<file path="config.mk">
export PLATFORM = sky130hd
export DESIGN_NAME = ahb_to_apb_bridge
export DESIGN_NICKNAME = d
export VERILOG_FILES = /design/src/rtl/ahb_apb_pkg.sv /design/src/rtl/ahb_apb_strb_decode.sv /design/src/rtl/ahb_to_apb_bridge.sv
export SDC_FILE = /design/constraint.sdc
export NUM_CORES = 1
export LEC_CHECK = 0
export CORE_ASPECT_RATIO = 1.1
export CORE_UTILIZATION = 30
export CTS_CLUSTER_SIZE = 30
export DETAILED_ROUTE_END_ITERATION = 10
export PLACE_DENSITY_LB_ADDON = 0.12
export REMOVE_ABC_BUFFERS = 1
export SLEW_MARGIN = 10
export SYNTH_ARGS = -nofsm -noshare
export SYNTH_HDL_FRONTEND = slang
export SYNTH_SLANG_ARGS = --single-unit
</file>
<file path="constraint.sdc">
create_clock -name HCLK -period 1.6 [get_ports HCLK]
set_input_delay 0.16 -clock HCLK [delete_from_list [all_inputs] [get_ports HCLK]]
set_output_delay 0.16 -clock HCLK [all_outputs]
set_load 0.01 [all_outputs]
</file>
<file path="src/rtl/ahb_apb_pkg.sv">
// Shared constants and types for the AHB-Lite to APB4 bridge.
// Latency: none (declarations only).
// Backpressure: none (declarations only).
package ahb_apb_pkg;

    // Bridge FSM encoding
    localparam logic [2:0] ST_IDLE   = 3'd0;
    localparam logic [2:0] ST_SETUP  = 3'd1;
    localparam logic [2:0] ST_ACCESS = 3'd2;
    localparam logic [2:0] ST_ERR1   = 3'd3;
    localparam logic [2:0] ST_ERR2   = 3'd4;

    // HTRANS encodings
    localparam logic [1:0] HTRANS_IDLE   = 2'b00;
    localparam logic [1:0] HTRANS_BUSY   = 2'b01;
    localparam logic [1:0] HTRANS_NONSEQ = 2'b10;
    localparam logic [1:0] HTRANS_SEQ    = 2'b11;

    // HRESP encodings (bit 1 is never driven high by this slave)
    localparam logic [1:0] HRESP_OKAY  = 2'b00;
    localparam logic [1:0] HRESP_ERROR = 2'b01;

    // HSIZE encodings supported on a 32-bit bus
    localparam logic [2:0] HSIZE_BYTE = 3'b000;
    localparam logic [2:0] HSIZE_HALF = 3'b001;
    localparam logic [2:0] HSIZE_WORD = 3'b010;

    // APB control captured with the address phase and held until the next legal transfer
    typedef struct packed {
        logic       write;
        logic [3:0] strb;
        logic [2:0] prot;
    } apb_ctl_t;

    // PPROT = {instruction, secure, privileged}; HPROT[0]=1 means data access
    function automatic logic [2:0] ahb_to_pprot(input logic [3:0] hprot);
        return {~hprot[0], 1'b0, hprot[1]};
    endfunction

endpackage

</file>
<file path="src/rtl/ahb_apb_strb_decode.sv">
// Maps AHB size/low address/direction to APB byte strobes and flags illegal size or alignment.
// Latency: purely combinational.
// Backpressure: none; consumed only on the accept cycle.
module ahb_apb_strb_decode
    import ahb_apb_pkg::*;
(
    input  logic [2:0] hsize,
    input  logic [1:0] addr_lo,
    input  logic       hwrite,
    output logic [3:0] strb,
    output logic       illegal
);

    logic [3:0] lanes;

    // Byte-lane decode; reads always drive zero strobes
    always_comb begin
        lanes   = 4'b0000;
        illegal = 1'b0;
        case (hsize)
            HSIZE_BYTE: lanes = 4'b0001 << addr_lo;
            HSIZE_HALF: begin
                lanes   = addr_lo[1] ? 4'b1100 : 4'b0011;
                illegal = addr_lo[0];
            end
            HSIZE_WORD: begin
                lanes   = 4'b1111;
                illegal = (addr_lo != 2'b00);
            end
            default: illegal = 1'b1;
        endcase
        strb = (hwrite && !illegal) ? lanes : 4'b0000;
    end

endmodule

</file>
<file path="src/rtl/ahb_to_apb_bridge.sv">
// AHB-Lite slave to APB4 master bridge: one APB SETUP/ACCESS per selected AHB transfer.
// Latency: 2 AHB wait states minimum, plus one per PREADY-low ACCESS cycle; errors take two cycles.
// Backpressure: HREADYOUT low from SETUP until APB completion; new transfers accepted only in IDLE/ERR2.
module ahb_to_apb_bridge
    import ahb_apb_pkg::*;
#(
    parameter int ADDR_WIDTH = 16
) (
    input  logic                  HCLK,
    input  logic                  HRESET,
    input  logic                  HSEL,
    input  logic [31:0]           HADDR,
    input  logic [1:0]            HTRANS,
    input  logic [2:0]            HSIZE,
    input  logic                  HWRITE,
    input  logic [3:0]            HPROT,
    input  logic [31:0]           HWDATA,
    input  logic                  HREADY,
    output logic                  HREADYOUT,
    output logic [1:0]            HRESP,
    output logic [31:0]           HRDATA,
    output logic                  PSEL,
    output logic                  PENABLE,
    output logic [ADDR_WIDTH-1:0] PADDR,
    output logic                  PWRITE,
    output logic [31:0]           PWDATA,
    output logic [3:0]            PSTRB,
    output logic [2:0]            PPROT,
    input  logic                  PREADY,
    input  logic [31:0]           PRDATA,
    input  logic                  PSLVERR
);

    logic [2:0]            state_q;
    logic [2:0]            state_d;
    logic                  accept;
    logic                  can_accept;
    logic                  illegal;
    logic [3:0]            strb_dec;
    logic                  psel_q;
    logic                  penable_q;
    logic                  hreadyout_q;
    logic [1:0]            hresp_q;
    logic [31:0]           hrdata_q;
    logic [ADDR_WIDTH-1:0] paddr_q;
    apb_ctl_t              ctl_q;
    logic                  unused_inputs;

    // Upper address bits, HTRANS[0] (SEQ vs NONSEQ) and cacheable/bufferable HPROT bits have no APB meaning
    assign unused_inputs = &{1'b0, HADDR[31:ADDR_WIDTH], HTRANS[0], HPROT[3:2]};

    assign can_accept = (state_q == ST_IDLE) || (state_q == ST_ERR2);
    assign accept     = can_accept && HSEL && HTRANS[1] && HREADY;

    ahb_apb_strb_decode u_strb_decode (
        .hsize   (HSIZE),
        .addr_lo (HADDR[1:0]),
        .hwrite  (HWRITE),
        .strb    (strb_dec),
        .illegal (illegal)
    );

    // Next-state decode of the transfer sequence
    always_comb begin
        state_d = state_q;
        case (state_q)
            ST_IDLE, ST_ERR2: begin
                if (accept) begin
                    state_d = illegal ? ST_ERR1 : ST_SETUP;
                end else begin
                    state_d = ST_IDLE;
                end
            end
            ST_SETUP:  state_d = ST_ACCESS;
            ST_ACCESS: begin
                if (PREADY) begin
                    state_d = PSLVERR ? ST_ERR1 : ST_IDLE;
                end
            end
            ST_ERR1:   state_d = ST_ERR2;
            default:   state_d = ST_IDLE;
        endcase
    end

    // State plus bus handshake outputs, all decoded from the next state so they leave flops directly
    always_ff @(posedge HCLK or posedge HRESET) begin
        if (HRESET) begin
            state_q     <= ST_IDLE;
            psel_q      <= 1'b0;
            penable_q   <= 1'b0;
            hreadyout_q <= 1'b1;
            hresp_q     <= HRESP_OKAY;
        end else begin
            state_q     <= state_d;
            psel_q      <= (state_d == ST_SETUP) || (state_d == ST_ACCESS);
            penable_q   <= (state_d == ST_ACCESS);
            hreadyout_q <= !((state_d == ST_SETUP) || (state_d == ST_ACCESS) || (state_d == ST_ERR1));
            hresp_q     <= ((state_d == ST_ERR1) || (state_d == ST_ERR2)) ? HRESP_ERROR : HRESP_OKAY;
        end
    end

    // Capture the address phase of legal transfers; illegal ones leave the APB lines untouched
    always_ff @(posedge HCLK or posedge HRESET) begin
        if (HRESET) begin
            paddr_q <= '0;
            ctl_q   <= '0;
        end else if (accept && !illegal) begin
            paddr_q <= {HADDR[ADDR_WIDTH-1:2], 2'b00};
            ctl_q   <= '{write: HWRITE, strb: strb_dec, prot: ahb_to_pprot(HPROT)};
        end
    end

    // Read data is latched only on a successful read completion, otherwise held
    always_ff @(posedge HCLK or posedge HRESET) begin
        if (HRESET) begin
            hrdata_q <= '0;
        end else if ((state_q == ST_ACCESS) && PREADY && !PSLVERR && !ctl_q.write) begin
            hrdata_q <= PRDATA;
        end
    end

    assign HREADYOUT = hreadyout_q;
    assign HRESP     = hresp_q;
    assign HRDATA    = hrdata_q;
    assign PSEL      = psel_q;
    assign PENABLE   = penable_q;
    assign PADDR     = paddr_q;
    assign PWRITE    = ctl_q.write;
    assign PSTRB     = ctl_q.strb;
    assign PPROT     = ctl_q.prot;
    // HWDATA is held by the master for the whole data phase, so it is valid from SETUP onward
    assign PWDATA    = HWDATA;

endmodule

</file>
### Word-level counts from Yosys, hierarchy flattened

Index checks and enable logic that the tools add are counted.

* register bits after elaboration: 60
* bits in latches: 0
* memory bits (writable): 0
* memory bits (read-only): 0
* output and inout port bits: 93
* memories kept: 0

* add/subtract/negate cells: 0
* $mul: 0
* divide/modulo/power cells: 0
* order comparisons: 0
* equal/unequal tests: 10
* shift-type cells: 1
* multiplexer cells: 10
* bitwise gates (word level): 1
* reduce and logical (&&, ||, !) cells: 20

Operators with widths (number)
* equality test 3 x 2 -> 1 bit (second input constant): 5
* case mux 3 bit (4 select lines): 1
* case mux 4 bit (3 select lines): 1
* equality test 3 x 1 -> 1 bit (second input constant): 3
* logical AND 1 bit: 8
* two-way mux 4 bit: 2
* equality test 3 bit (second input constant): 2
* logical NOT 3 bit: 2
* two-way mux 2 bit: 3
* logical NOT 1 bit: 4
* logical OR 1 bit: 4
* left shift 1 x 2 -> 4 bit (first input constant): 1
* two-way mux 3 bit: 1
* case mux 1 bit (3 select lines): 1
* nonzero test 2 bit: 1
* OR reduction 2 bit: 1
* two-way mux 1 bit: 1
* NOT 1 bit: 1

### Depth between registers and ports, before layout

Gate-level depths: netlist of run 1.

* depth in word-level cells: 11
* depth in mapped cells: 6
* depth with buffers taken out: 4

### By module

From an unflattened synthesis of run 1, not the netlist that was laid out.

* cells, all modules: 198
* area total of the unflattened synthesis: 2831.5 um2

By module, submodules not included
* ahb_to_apb_bridge: instances 1, cells an instance 178, area an instance 2700.1 um2, seq. area each 1502.7 um2
* ahb_apb_strb_decode: instances 1, cells an instance 20, area an instance 131.4 um2, seq. area each 0.0 um2

### Worst setup path before layout of run 1

No wires, ideal clock.

* path kind: input -> register
* from: input HSIZE[0]
* to: register paddr_q[10] (netlist: PADDR[10])
* setup time: 0.125 ns
* arrival: 1.522 ns
* required time: 1.475 ns
* path slack: -0.047 ns
* stages: 5
* buffers on the path: 2
* path through: or4_4 a211o_1 buf_6 buf_12 mux2_4

* cells in the longest elaborated chain, start to end: 4

RTL lines
* from (decl): line ahb_to_apb_bridge.sv:14 `input logic [2:0] HSIZE,`
* equality test 3 x 2 -> 1 bit, or another cell as far along: line ahb_apb_strb_decode.sv:20 `case (hsize)`
* case mux 1 bit (3 select lines) (*): line ahb_apb_strb_decode.sv:20
* logical NOT 1 bit (*): line ahb_to_apb_bridge.sv:107 `end else if (accept && !illegal) begin`
* logical AND 1 bit (*): line ahb_to_apb_bridge.sv:107
* to (signal assigned): line ahb_to_apb_bridge.sv:108 `paddr_q <= {HADDR[ADDR_WIDTH-1:2], 2'b00};`
* to (decl): line ahb_to_apb_bridge.sv:45 `logic [ADDR_WIDTH-1:0] paddr_q;`

Every way passes the cells marked *; elsewhere a longest branch is shown, timed or not.
A chain may end at the register's enable or synchronous reset.

### Final worst setup path of run 1

* from: register state_q[0]
* to: register paddr_q[12] (netlist: PADDR[12])

* cells in the longest elaborated chain, start to end: 6

RTL lines
* from (decl): line ahb_to_apb_bridge.sv:34 `logic [2:0] state_q;`
* from (signal assigned): line ahb_to_apb_bridge.sv:94 `state_q <= state_d;`
* equality test 3 bit or logical NOT 3 bit (tied branches): line ahb_to_apb_bridge.sv:52 `assign can_accept = (state_q == ST_IDLE) || (state_q == ST_ERR2);`
* logical OR 1 bit (*): line ahb_to_apb_bridge.sv:52
* logical AND 1 bit (*) (3 in a row): line ahb_to_apb_bridge.sv:53 `assign accept = can_accept && HSEL && HTRANS[1] && HREADY;`
* logical AND 1 bit (*): line ahb_to_apb_bridge.sv:107

Marked as above.

==> key figures, run 1 <==
Outcome
  – Status: finished with violations
  – Violated checks: setup timing

STA
  – Slew Limit Fails: 0
  – RSZ-0062 raised after global routing: yes
  – Final setup violation count: 13
  – Hold Vio Cnt, Final: 0
  – Hold slack final: 0.149 ns
  – Final worst-path cycle share: 105%
  – Fmax: a little under 600 MHz
  – Tmin final: between 1.5 and 2 ns
  – PnR worst setup slack: -0.0871 ns
  – Skew final: around 0.009 ns

Die
  – Die footprint: approximately 0.0093 sq mm
  – Site Rows: 35
  – Starting Density: between 30% and 40%
  – Die H: roughly 100 microns
  – Core area: roughly 0.0085 sq mm
  – Die W: 91.8 microns
  – Num ports: 205

Global route
  – Vias in the first global route: 1892
  – Gr ovfl total: 0
  – Initial antenna violation count: 0
  – Tot GR Track Use: 15.1%
  – Largest net degree at the start of global routing: 31
  – First-pass GRT wire length: a little over 10000 microns

Worst setup path
  – R2R Path End: PADDR[12]$_DFFE_PP0P_
  – WP data arrival: between 1.5 and 2 ns
  – Worst setup SP type: flop
  – Crit path largest cell delay: around 0.40 ns
  – Worst R2R Start: state_q[0]$_DFF_PP0_
  – Crit Path Category: reg2reg
  – CP Max Fanout: 7
  – Crit path cell chain: nand4b_1 > a211o_4 > buf_12 > buf_16 > mux2_4
  – Crit end category: flop
  – Highest-delay cell along the critical path: a211o_4
  – R2R setup slack: -0.09 ns
  – Req. time, crit path: around 1.8 ns
  – R2R depth: 5
  – Worst path buffer plus inverter count: 2
  – CP delay by family, top: compound AO/OA/AOI/OAI gates

CTS
  – Worst skew pair latency: about 0.32 ns
  – CTS tree: done
  – CTS Buf Count: 9
  – Reg clk slew, reported paths: around 0.07 ns
  – Post-CTS Hold Fix Bufs: 0
  – CTS H-tree depth: 3
  – Clock Sink Count: 60
  – Clk buf depth: 2
  – Clk root buf: clkbuf_8

Placement
  – Routability-driven placement congestion ratio: 0.777
  – Hpwl dp: a little over 5000 microns
  – Placement Cell Area: roughly 0.0038 sq mm
  – Post-place setup slack: -0.468 ns
  – # port buffers: 117

Drt
  – WL met1: between 3000 and 4000 microns
  – DRC: 0
  – Uppermost routed layer: met5
  – Drt first pass iters: 6
  – WL/cell: around 17 microns
  – Routed met3 length: 1260 microns
  – Via-to-Cell Ratio: 4.46
  – Metal2 WL: between 2000 and 3000 microns
  – Iter 0 DRT Violations: 33
  – Antenna viol nets, final: 0
  – Routed WL: between 7000 and 8000 microns
  – Vias: ~1900

Finish
  – N_diodes: 0
  – Layout Nets: between 400 and 500
  – Design area: 0.00419 sq mm
  – Share of cells above drive strength 1: between 30% and 40%
  – Fillers: roughly 800
  – Area Growth Syn to Fin: 57.4%

Synthesis
  – Synth Area per Inst: 13.7 sq um
  – Sequential share of the synthesized area: a little under three fifths
  – Mapped Area: about 0.0027 sq mm
  – Syn Inst Count: 195
  – Total of warnings raised by yosys: 0
  – Synth unique cells: 26
  – Synth Register Bits: 60

Power and ir drop
  – Max rail drop VDD: about 0.62 mV
  – Leakage power figure: 1.86 nW
  – Final Power: around 6.6 mW
  – Pwr/cell area: ~1600 mW/mm^2

Job
  – Maxcap violations: 0

Min path
  – Hold Path Class: in2async
-- cells by family (layout without fill, tap and decap cells) --
kind of cell / count (synthesis) / in the layout / synth area share [%]
muxes: 48 / 48 / 21.6
AOI/OAI and AO/OA: 16 / 16 / 4.18
DFF: 60 / 60 / 56.4
and+or+nand+nor: 24 / 24 / 4.93
other: 1 / 4 / 0.141
buffers and inverters: 46 / 160 / 12.7
-- power breakdown --
part           internal [mW]  leakage [nW]  switching (mW)
sequential              2.21         0.745           0.336
combinational           1.91          1.03           0.977
clock                  0.586        0.0917           0.570
total                   4.70          1.86            1.88
-- stage by stage --
step / utilization [%] / instances / TNS [ns]
after floorplan: - / 156 / -25.15
after global placement: 45.0 / 399 / -8.88
after detailed placement: 45.0 / 399 / -9.20
after CTS: 48.4 / 419 / -0.145
after global routing: 49.3 / 423 / -1.15
final: 49.3 / 423 / -0.791
-- cells in the mapped netlist --
master,n,area (sq um)
buf_12,1,20.0
buf_6,2,22.5
o21bai_1,1,7.51
mux2_2,39,439
dfrtp_1,59,1480
nand2_1,8,30.0
conb_1,1,3.75
or4_4,1,11.3
clkbuf_1,3,11.3
nand4b_1,3,26.3
a211o_1,2,17.5
a211oi_1,1,7.51
buf_4,36,270
a21oi_1,3,15.0
dfstp_2,1,26.3
mux2_4,9,135
and2_1,1,6.26
inv_1,4,15.0
nand3b_1,1,7.51
nor2b_1,3,18.8
o31ai_1,4,30.0
a2bb2oi_1,1,8.76
nor2_1,5,18.8
o21ba_2,1,10.0
o21ai_0,3,15.0
nand2b_1,2,12.5
-- flip-flops by register name, indices dropped and copies added (netlist names) --
register and cells:
PSTRB 4, PSEL 1, PENABLE 1, state_q 3, PWRITE 1, HRESP 1, PADDR 14, HREADYOUT 1
HRDATA 32, PPROT 2
-- routing by layer --
layer  vias up  track usage (%)
li1        852                -
met1       873             19.1
met2       152             18.3
met3         6             12.2
met4         2             5.41
met5         -             3.33
-- area by class of cell --
class                      instances  area [sq um]  area share [%]
tap                              111           139            3.31
sequential                        60          1500            35.9
multi-input combinational         92           865            20.6
clock buffer                      10           138            3.28
inverter                           4          15.0           0.358
clock inverter                     5          28.8           0.687
timing repair buffer             141          1500            35.9
-- how the worst max path moves through the flow --
stage / slack (ns) / to / cells after the start / from
after global placement: -0.44 / PADDR[9]$_DFFE_PP0P_ / 5 / HSIZE[0]
after CTS: -0.05 / PADDR[12]$_DFFE_PP0P_ / 5 / state_q[0]$_DFF_PP0_
after global routing: -0.12 / PSTRB[1]$_DFFE_PP0P_ / 7 / state_q[0]$_DFF_PP0_
after detailed placement: -0.47 / PADDR[7]$_DFFE_PP0P_ / 5 / HSIZE[0]
final: -0.09 / PADDR[12]$_DFFE_PP0P_ / 5 / state_q[0]$_DFF_PP0_
after floorplan: -0.60 / HRDATA[0]$_DFFE_PP0P_ / 3 / state_q[1]$_DFF_PP0_
-- timing repair --
item,CTS,global route
setup endpoints to repair,20,37
pin swaps,2,2
gates resized for setup,14,5
hold endpoints to repair,0,0
cloned,3,1
setup buffers,2,3
-- cells in the final DEF, fill, tap and decap left out, drive strengths merged, types with 4 or more instances in the layout --
master	netlist	layout
buf	39	23
conb	1	4
clkinv	0	5
clkbuf	3	11
clkdlybuf4s50	0	113
dfrtp	59	59
mux2	48	48
nand2	8	8
inv	4	4
nor2	5	5
o31ai	4	4
Power figures use the tool's default switching activity.
==> run 2: changes to the inputs <==
--- a/config.mk
+++ b/config.mk
@@ -5,6 +5,7 @@
 export SDC_FILE = /design/constraint.sdc
 export NUM_CORES = 1
 export LEC_CHECK = 0
+export ABC_CLOCK_PERIOD_IN_PS = 1600
 export CORE_ASPECT_RATIO = 1.1
 export CORE_UTILIZATION = 30
 export CTS_CLUSTER_SIZE = 30
==> results of run 2 <==
Final layout, timing and power as in run 1 (identical DEF).
==> run 3: changes to the inputs <==
--- a/config.mk
+++ b/config.mk
@@ -8,9 +8,10 @@
 export ABC_CLOCK_PERIOD_IN_PS = 1600
 export CORE_ASPECT_RATIO = 1.1
 export CORE_UTILIZATION = 30
+export CTS_CLUSTER_DIAMETER = 200
 export CTS_CLUSTER_SIZE = 30
 export DETAILED_ROUTE_END_ITERATION = 10
-export PLACE_DENSITY_LB_ADDON = 0.12
+export PLACE_DENSITY = 0.76
 export REMOVE_ABC_BUFFERS = 1
 export SLEW_MARGIN = 10
 export SYNTH_ARGS = -nofsm -noshare
==> run 3 against run 2 <==
  * The flow still finishes with violations (setup timing)
  * Worst setup slack better by 0.063 ns
  * Combinational power is 3% lower
  * Critical path depth stayed put
  * Design area is 4.0% lower
  * Sequential cell count stayed put
  * Via count is 1.9% lower
  * Core utilization is 2.0 points lower
  * Fmax is 3.9% higher
  * Cell count is 2.4% lower
  * Die area stayed put
  * Sequential share of layout area is 1.5 points higher
  * Hold slack better by 0.070 ns
  * Critical endpoint is now PADDR[5]$_DFFE_PP0P_
==> key figures, run 3 (same netlist as run 1, synthesis figures left out) <==
Drt
  – Drt first pass iters: 4
  – Antenna viol nets, final: 0
  – Vias: ~1800
  – Iter 0 DRT Violations: 21
  – Routed WL: between 6000 and 7000 microns
  – Via-to-Cell Ratio: 4.48
  – DRC: 0
  – WL/cell: around 17 microns

CTS
  – Clk root buf: clkbuf_8
  – CTS Buf Count: 9
  – Worst skew pair latency: between 0.3 and 0.4 ns
  – Clock Sink Count: 60
  – Clk buf depth: 2
  – CTS H-tree depth: 3
  – CTS tree: done
  – Reg clk slew, reported paths: roughly 0.07 ns
  – Post-CTS Hold Fix Bufs: 0

Finish
  – Util after Layout: a little under half
  – Fin cells: 413
  – Most frequent cells in the layout: 113 x clkdlybuf4s50_1, 59 x dfrtp_1, 39 x mux2_2
  – Layout Nets: between 400 and 500
  – Fillers: 778
  – Area Growth Syn to Fin: 51.1%
  – Share of cells above drive strength 1: about a quarter
  – Register Area: between 0.0015 and 0.002 sq mm
  – N_diodes: 0
  – Commonest non-fill, non-tap cell in the layout: clkdlybuf4s50_1
  – Max reg flops: 32
  – Multi-input gate area: roughly 840 sq um

STA
  – PnR worst setup slack: -0.0236 ns
  – Slew Limit Fails: 0
  – Skew final: roughly 0.0058 ns
  – Fmax: about 600 MHz
  – Hold Vio Cnt, Final: 0
  – Tmin final: around 1.6 ns
  – Final worst-path cycle share: 101%
  – Final setup violation count: 8
  – RSZ-0062 raised after global routing: yes

Power and ir drop
  – Leakage power figure: between 1.5 and 2 nW
  – Pwr/cell area: roughly 1600 mW/mm^2
  – Max rail drop VDD: approximately 0.65 mV

Worst setup path
  – Req. time, crit path: roughly 1.8 ns
  – CP delay by family, top: simple AND/OR/NAND/NOR gates
  – Highest-delay cell along the critical path: or4_4
  – Worst setup startpoint: HSIZE[2]
  – Crit path cell chain: dlygate4sd2_1 > or4_4 > a211o_4 > buf_12 > mux2_4
  – Critical path depth in cells: 5
  – Worst R2R Start: state_q[0]$_DFF_PP0_
  – WP data arrival: 1.83 ns
  – Crit Path Category: in2reg
  – Crit path largest cell delay: approximately 0.53 ns
  – R2R depth: 4
  – Worst setup SP type: input pin
  – Crit end category: flop
  – Worst path buffer plus inverter count: 2
  – CP Max Fanout: 7

Global route
  – Met2 Use GR: about a fifth
  – First-pass GRT wire length: 10400 microns
  – Initial antenna violation count: 0
  – GR peak layer: met2
  – Tot GR Track Use: between 10% and 20%
  – GR Util met1: a little under a fifth
  – Met3 GRT Util: between 10% and 20%
  – Largest net degree at the start of global routing: a little over 60
  – Vias in the first global route: about 1900
  – Gr ovfl total: 0

Placement
  – # port buffers: around 120
  – Hpwl dp: between 5000 and 6000 microns
  – Post-place setup slack: -0.449 ns
  – Routability-driven placement congestion ratio: about 0.77
  – Dpl cells: 394

Die
  – Num ports: roughly 200
  – Die footprint: roughly 0.0093 sq mm
  – Die H: 101 microns
  – Die W: just over 90 microns
  – Core area: approximately 0.0085 sq mm
  – Site Rows: 35
  – Starting Density: 31.3%

Min path
  – Hold Path Class: in2async

Job
  – Maxcap violations: 0

Outcome
  – Violated checks: setup timing
  – Status: finished with violations
run 3: final cells by class:
class / count / area share (%)
repair buffers: 130 / 33.4
clock buffers: 11 / 3.26
well taps: 111 / 3.45
inverters: 4 / 0.373
flip-flops and latches: 60 / 37.3
multi-input cells: 92 / 20.9
clock inverters: 5 / 1.31
run 3: power by group:
part	internal, mW	switching, mW	leakage (nW)	total, mW
registers	2.21	0.344	0.745	2.55
clock network	0.711	0.553	0.0931	1.26
logic	1.85	0.952	0.934	2.80
total	4.77	1.85	1.77	6.62
run 3: worst reg2reg max path, cell delays in order, from the launching register on:
cell,delay (ns)
dfrtp_1,0.41
nand4b_1,0.24
a211o_4,0.37
buf_12,0.17
mux2_4,0.30
run 3: final timing paths:
check	to	slack, ns
max	PADDR[5]$_DFFE_PP0P_	-0.02
min	HRDATA[19]$_DFFE_PP0P_	0.22
max reg2reg	PADDR[5]$_DFFE_PP0P_	0
min reg2reg	PSTRB[3]$_DFFE_PP0P_	0.49
max in group asynchronous	HREADYOUT$_DFF_PP1_	1.08
min in group HCLK	PWDATA[2]	0.32
run 3: per-stage QoR:
step	total power, mW	TNS, ns	instance area [sq um]	hold WS [ns]
2_1_floorplan	3.69	-25.15	2350	0.272
3_3_place_gp	5.31	-8.37	3770	0.320
3_5_place_dp	5.38	-8.84	3770	0.320
4_1_cts	6.72	0	4020	0.217
5_1_grt	7.04	-0.123	4020	0.216
6_report	6.62	-0.128	4020	0.218
run 3: what timing repair did:
action,4_1_cts,5_1_grt
endpoints found under the setup margin,19,15
gates resized for setup,8,0
buffers inserted,0,1
pin swaps,2,0
cloned,2,0
run 3: routing by layer:
layer  vias to the layer above  part of all wire [%]
met5                         -                     0
met4                         0                  0.83
met3                         7                    17
met2                       141                    41
met1                       870                    41
li1                        831                     -
